`config.mk`:
```
export PLATFORM = sky130hd
export DESIGN_NAME = hazard_ctrl
export DESIGN_NICKNAME = d
export VERILOG_FILES = /design/src/rtl/hazard_ctrl_pkg.sv /design/src/rtl/hazard_ctrl_mdu_busy_counter.sv /design/src/rtl/hazard_ctrl.sv
export SDC_FILE = /design/constraint.sdc
export NUM_CORES = 1
export LEC_CHECK = 0
export CAP_MARGIN = 20
export CORE_AREA = 4 4 56 58
export CTS_CLUSTER_SIZE = 28
export DETAILED_ROUTE_END_ITERATION = 8
export DIE_AREA = 0 0 60 62
export GPL_TIMING_DRIVEN = 0
export PLACE_DENSITY = 0.74
export SYNTH_ARGS = -nofsm -noshare
export SYNTH_HDL_FRONTEND = slang
export SYNTH_HIERARCHICAL = 1
export SYNTH_SLANG_ARGS = --single-unit
```
`constraint.sdc`:
```
create_clock -name clk -period 2.4 [get_ports clk]
set_clock_uncertainty 0.05 [all_clocks]
set_input_delay 0.48 -clock clk [delete_from_list [all_inputs] [get_ports clk]]
set_output_delay 0.48 -clock clk [all_outputs]
set_load 0.02 [all_outputs]
```
`src/rtl/hazard_ctrl_pkg.sv`:
```
// Shared constants and types for the pipeline hazard controller.
package hazard_ctrl_pkg;

    // Register specifier width (32 architectural registers).
    localparam int REG_SIZE = 5;

    // Default occupancy / timeout values; the top exposes them as parameters.
    localparam int DEF_MUL_LAT     = 4;
    localparam int DEF_DIV_LAT     = 32;
    localparam int DEF_MEM_TIMEOUT = 255;

    // HI/LO occupancy state: IDLE means HI/LO holds a valid result.
    typedef enum logic {
        MDU_IDLE = 1'b0,
        MDU_BUSY = 1'b1
    } mduState_t;

endpackage

```
`src/rtl/hazard_ctrl_mdu_busy_counter.sv`:
```
// Tracks how long a MULT/DIV keeps HI/LO busy after it issues from EX.
// The state is registered and exported so HI/LO occupancy can be observed directly.
module hazard_ctrl_mdu_busy_counter
    import hazard_ctrl_pkg::*;
#(
    parameter int MUL_LAT = DEF_MUL_LAT,
    parameter int DIV_LAT = DEF_DIV_LAT
) (
    input  logic      clk,
    input  logic      rst,
    input  logic      start,
    input  logic      isDiv,
    output mduState_t state
);

    localparam int CNT_W = $clog2(DIV_LAT + 1);
    localparam logic [CNT_W-1:0] MUL_LOAD = CNT_W'(MUL_LAT - 1);
    localparam logic [CNT_W-1:0] DIV_LOAD = CNT_W'(DIV_LAT - 1);

    logic [CNT_W-1:0] mduCnt;

    // Load on issue, count down to zero, then drop back to IDLE one cycle later.
    // A start seen while BUSY simply reloads the counter.
    always_ff @(posedge clk) begin
        if (!rst) begin
            state  <= MDU_IDLE;
            mduCnt <= '0;
        end else if (start) begin
            state  <= MDU_BUSY;
            mduCnt <= isDiv ? DIV_LOAD : MUL_LOAD;
        end else if (mduCnt != '0) begin
            mduCnt <= mduCnt - 1'b1;
        end else begin
            state <= MDU_IDLE;
        end
    end

endmodule

```
`src/rtl/hazard_ctrl.sv`:
```
// Hazard controller for the 5-stage MIPS pipeline: generates stall/flush for the
// IF/ID, ID/EX and EX/MEM registers and tracks HI/LO and data-memory wait state.
module hazard_ctrl
    import hazard_ctrl_pkg::*;
#(
    parameter int MUL_LAT     = DEF_MUL_LAT,
    parameter int DIV_LAT     = DEF_DIV_LAT,
    parameter int MEM_TIMEOUT = DEF_MEM_TIMEOUT
) (
    input  logic       clk,
    input  logic       rst,
    input  logic [4:0] rsD,
    input  logic [4:0] rtD,
    input  logic       useRsD,
    input  logic       useRtD,
    input  logic       branchD,
    input  logic       takenD,
    input  logic       hiloUseD,
    input  logic       regWriteE,
    input  logic       memToRegE,
    input  logic [4:0] writeRegE,
    input  logic       memToRegM,
    input  logic [4:0] writeRegM,
    input  logic       mduStartE,
    input  logic       mduIsDivE,
    input  logic       memReqM,
    input  logic       dmemReadyM,
    output logic       stallF,
    output logic       stallD,
    output logic       stallE,
    output logic       stallM,
    output logic       flushD,
    output logic       flushE,
    output logic       mduBusy,
    output logic       memTimeout
);

    localparam int WAIT_W = $clog2(MEM_TIMEOUT + 1);
    localparam logic [WAIT_W-1:0] TIMEOUT_CNT = WAIT_W'(MEM_TIMEOUT);

    logic              memStall;
    logic              srcMatchE;
    logic              srcMatchM;
    logic              loadUse;
    logic              branchStall;
    logic              hiloStall;
    logic [WAIT_W-1:0] waitCnt;
    mduState_t         mduState;

    // Hazard detection; $0 destinations never match.
    always_comb begin
        memStall    = memReqM & ~dmemReadyM;
        srcMatchE   = (writeRegE != 5'd0) &
                      ((useRsD & (rsD == writeRegE)) | (useRtD & (rtD == writeRegE)));
        srcMatchM   = (writeRegM != 5'd0) &
                      ((useRsD & (rsD == writeRegM)) | (useRtD & (rtD == writeRegM)));
        loadUse     = memToRegE & regWriteE & srcMatchE;
        branchStall = branchD & ((regWriteE & srcMatchE) | (memToRegM & srcMatchM));
        hiloStall   = hiloUseD & (mduBusy | mduStartE);
    end

    // Stall/flush priority: reset bubble, then memory freeze, then D-stage hazards.
    always_comb begin
        stallF = 1'b0;
        stallD = 1'b0;
        stallE = 1'b0;
        stallM = 1'b0;
        flushD = 1'b0;
        flushE = 1'b0;
        if (!rst) begin
            flushD = 1'b1;
            flushE = 1'b1;
        end else if (memStall) begin
            stallF = 1'b1;
            stallD = 1'b1;
            stallE = 1'b1;
            stallM = 1'b1;
        end else if (loadUse | branchStall | hiloStall) begin
            // The stalled branch stays in D, so its redirect is deferred.
            stallF = 1'b1;
            stallD = 1'b1;
            flushE = 1'b1;
        end else begin
            flushD = takenD;
        end
    end

    // An op held in EX by a memory freeze has not issued yet.
    hazard_ctrl_mdu_busy_counter #(
        .MUL_LAT (MUL_LAT),
        .DIV_LAT (DIV_LAT)
    ) uMduBusy (
        .clk   (clk),
        .rst   (rst),
        .start (mduStartE & ~stallE),
        .isDiv (mduIsDivE),
        .state (mduState)
    );

    // HI/LO busy flag straight from the registered occupancy state.
    always_comb begin
        mduBusy = (mduState == MDU_BUSY);
    end

    // Count consecutive dmem wait cycles; the timeout flag is sticky until reset.
    always_ff @(posedge clk) begin
        if (!rst) begin
            waitCnt    <= '0;
            memTimeout <= 1'b0;
        end else begin
            if (waitCnt == TIMEOUT_CNT) begin
                memTimeout <= 1'b1;
            end
            if (memStall) begin
                if (waitCnt != '1) begin
                    waitCnt <= waitCnt + 1'b1;
                end
            end else begin
                waitCnt <= '0;
            end
        end
    end

endmodule

```
==> summary.md <==
| Metric | Value |
|---|---|
| Outcome | `finished clean` |
| Fin nets | `around 210` |
| Lkg Pwr | `a little under 0.0007 uW` |
| CTS buffer count | `3` |
| Slew HR | `0.762` |
| First-pass GRT wire length | `approximately 4600 um` |
| Synthesized area per cell | `8.73 um^2` |
| CP Class | `input port to primary output` |
| Hold path start | `waitCnt[1]$_SDFFE_PN0P_` |
| Area Overhead vs Synth | `46.0%` |
| Commonest non-fill, non-tap cells in the layout | `dfxtp_1, xnor2_1, clkdlybuf4s50_1, xor2_1, nor2_1` |
| CTS Buffer Depth | `2` |
| Via count | `between 1,000 and 1,500` |
| GRT Total Usage | `0.163` |
| Synth Cell Area | `between 1000 and 1500 um^2` |
| Commonest non-fill, non-tap cell in the layout | `dfxtp_1` |
| Final hold viol count | `0` |
| CORE AREA | `2660 um^2` |
| Synth area leader | `dfxtp_1` |
| DRT iter0 DRCs | `20` |
| WL met1 | `1190 um` |
| EDFF count, synth | `0` |
| Type of the tightest min-delay check | `flip-flop to flip-flop` |
| Top cell by count, worst path | `buf_6` |
| Via count of the first global-routing pass | `between 1,000 and 1,500` |
| Worst-case reg-to-reg path depth | `6` |
| Syn. warnings | `6` |
| CP delay by family, top | `simple AND/OR/NAND/NOR gates` |
| Critical path's largest stage delay | `slightly above 0.3 ns` |
| Post-synth top flop | `dfxtp_1` |
| Metal2 WL | `1520 um` |
| Crit path buffers/inverters | `3` |
| Post-DP HPWL | `~2300 um` |
| Largest net degree at the start of global routing | `11` |
| Critical path origin | `rtD[4]` |
| Worst slew pin tran | `0.354 ns` |
| Asr flop ratio synth | `0` |
| Post-synth top area share | `0.296` |
| Crit share post-route | `0.982` |
| Synthesized flop and latch total | `16` |
| Final GP Congestion | `about 0.78` |
| DIE AREA | `3720 um^2` |
| Wire length per cell | `approximately 14 um` |
| Cts hold-fix bufs | `0` |
| Post-Syn Instances | `124` |
| Top cells by area, synth | `dfxtp_1, xnor2_1, xor2_1, and3_1, ha_1` |
| Via density | `approximately 5.3` |
| Pwr per Cell Area | `466 nW/um^2` |
| I/O Pins | `42` |
| Share of layout cells above drive strength 1 | `0.272` |
| RSZ-0062 raised after global routing | `true` |
| Min Hold Slack | `between 0.4 and 0.5 ns` |
| Chip height | `~62 um` |
| TNS Setup | `0 ns` |
| Startpoint Class | `input port` |
| WP data arrival | `between 1.5 and 2 ns` |
| Max_cap viols | `0` |
| Hold depth | `2` |
| CP required | `1.87 ns` |
| Final min period | `about 2.4 ns` |
| CP max stage cell | `nor4_2` |
| Final setup viols | `0` |
| H-tree Lvls | `1` |
| Max Freq | `between 400 and 500 MHz` |
| Post-layout util | `0.594` |
| Slew Viols, Final | `0` |
| Row count | `19` |
| Crit-path cells | `buf_4, xor2_2, nor4_2, nand3_1, a21o_2, a31oi_4, buf_6, buf_6` |
| Die width | `around 60 um` |
| Syn Nets | `approximately 160` |
| Initial antenna violation count | `0` |
| Worst skew pair latency | `around 0.28 ns` |
| Antenna Cells | `0` |
| Starting density of the core | `0.406` |
| Global route total overflow | `0` |
| Clk pin slew, worst setup/hold paths | `roughly 0.09 ns` |
| Worst R2R Start | `waitCnt[0]$_SDFFE_PN0P_` |
| Clock tree from TritonCTS | `yes` |
| CP endpoint kind | `primary output` |
| DRC viols | `0` |
| Initial DRT Pass Iterations | `4` |
| Maximum VDD drop | `between 0.3 and 0.4 mV` |
| Met3 wire length | `around 110 um` |
| # port buffers | `slightly above 40` |
| Routed Antenna Nets | `0` |
| Uppermost layer routed | `met4` |
| Synth unique cells | `36` |
| CP Max Fanout | `3` |
| Clk root buf | `clkbuf_4` |
| Crit path depth | `8` |
| Register area share after synthesis | `0.296` |
| Final wirelength | `roughly 2800 um` |
| Sink Count | `16` |
## stage by stage
step           area (um^2)  worst slack, ns  std cells  total power [uW]
3_3_place_gp          1540           -0.898        196               556
3_5_place_dp          1540           -0.947        196               565
4_1_cts               1530          -0.0304        199               730
5_1_grt               1580          -0.0247        200               777
2_1_floorplan         1090            0.129        124               454
6_report              1580           0.0441        200               736
## where the power goes
part | internal (uW) | leakage, uW | switching (uW)
combinational | 136 | 0.000535 | 118
clock | 92.3 | 0.0000210 | 83.9
sequential | 283 | 0.000131 | 22.6
total | 512 | 0.000687 | 224
## flip-flops by register name (all words and copies together) (netlist names)
register,cells
memTimeout,1
waitCnt,8
uMduBusy/mduCnt,6
uMduBusy/state,1
## cells by family after synthesis
logic type                 after synthesis  share of synthesized area
and+or+nand+nor                         48                      0.250
xor gates and xnor gates                27                      0.219
AOI/OAI and AO/OA                       22                      0.166
DFF                                     16                      0.296
buffers and inverters                    8                     0.0347
adders and majority gates                3                     0.0347
## worst min-delay path, stage by stage, from the launching register on
cell and delay (ns):
dfxtp_1 0.33, nand2_1 0.06, a21oi_1 0.05
## per-layer routing
layer	vias up	track usage
met5	-	0
met4	0	0.0570
met3	2	0.0227
met2	20	0.306
met1	495	0.188
li1	535	-
## path summary, 6_finish.rpt
check | to | slack, ns
max | stallF | 0.04
min | waitCnt[1]$_SDFFE_PN0P_ | 0.44
min reg2reg | waitCnt[1]$_SDFFE_PN0P_ | 0.44
max reg2reg | waitCnt[5]$_SDFFE_PN0P_ | 0.86
## what timing repair did
| action | 4_1_cts | 5_1_grt |
|---|---|---|
| pin swaps | 11 | 19 |
| setup buffers | 0 | 1 |
| hold endpoints to repair | 0 | 0 |
| resized for setup | 76 | 31 |
| endpoints found under the setup margin | 8 | 5 |
## Yosys cell counts, types with 2 or more instances
master,n
a211o_1,2
a21oi_1,2
a31o_2,3
a31oi_1,2
and3_1,8
buf_4,2
dfxtp_1,16
ha_1,3
inv_1,5
nand2_1,8
nand3_1,5
nand4_1,4
nor2_1,10
nor3_1,2
nor4_1,3
o211a_1,3
o21a_1,2
xnor2_1,14
xor2_1,13
## final cells by class
type,count,area [um^2]
fill,254,1080
multi-input combinational,100,805
timing repair buffer,42,343
sequential,16,320
tap,31,38.8
clock buffer,4,36.3
buffer,2,18.8
inverter,5,18.8
No activity file was read; power rests on OpenSTA's default activity.
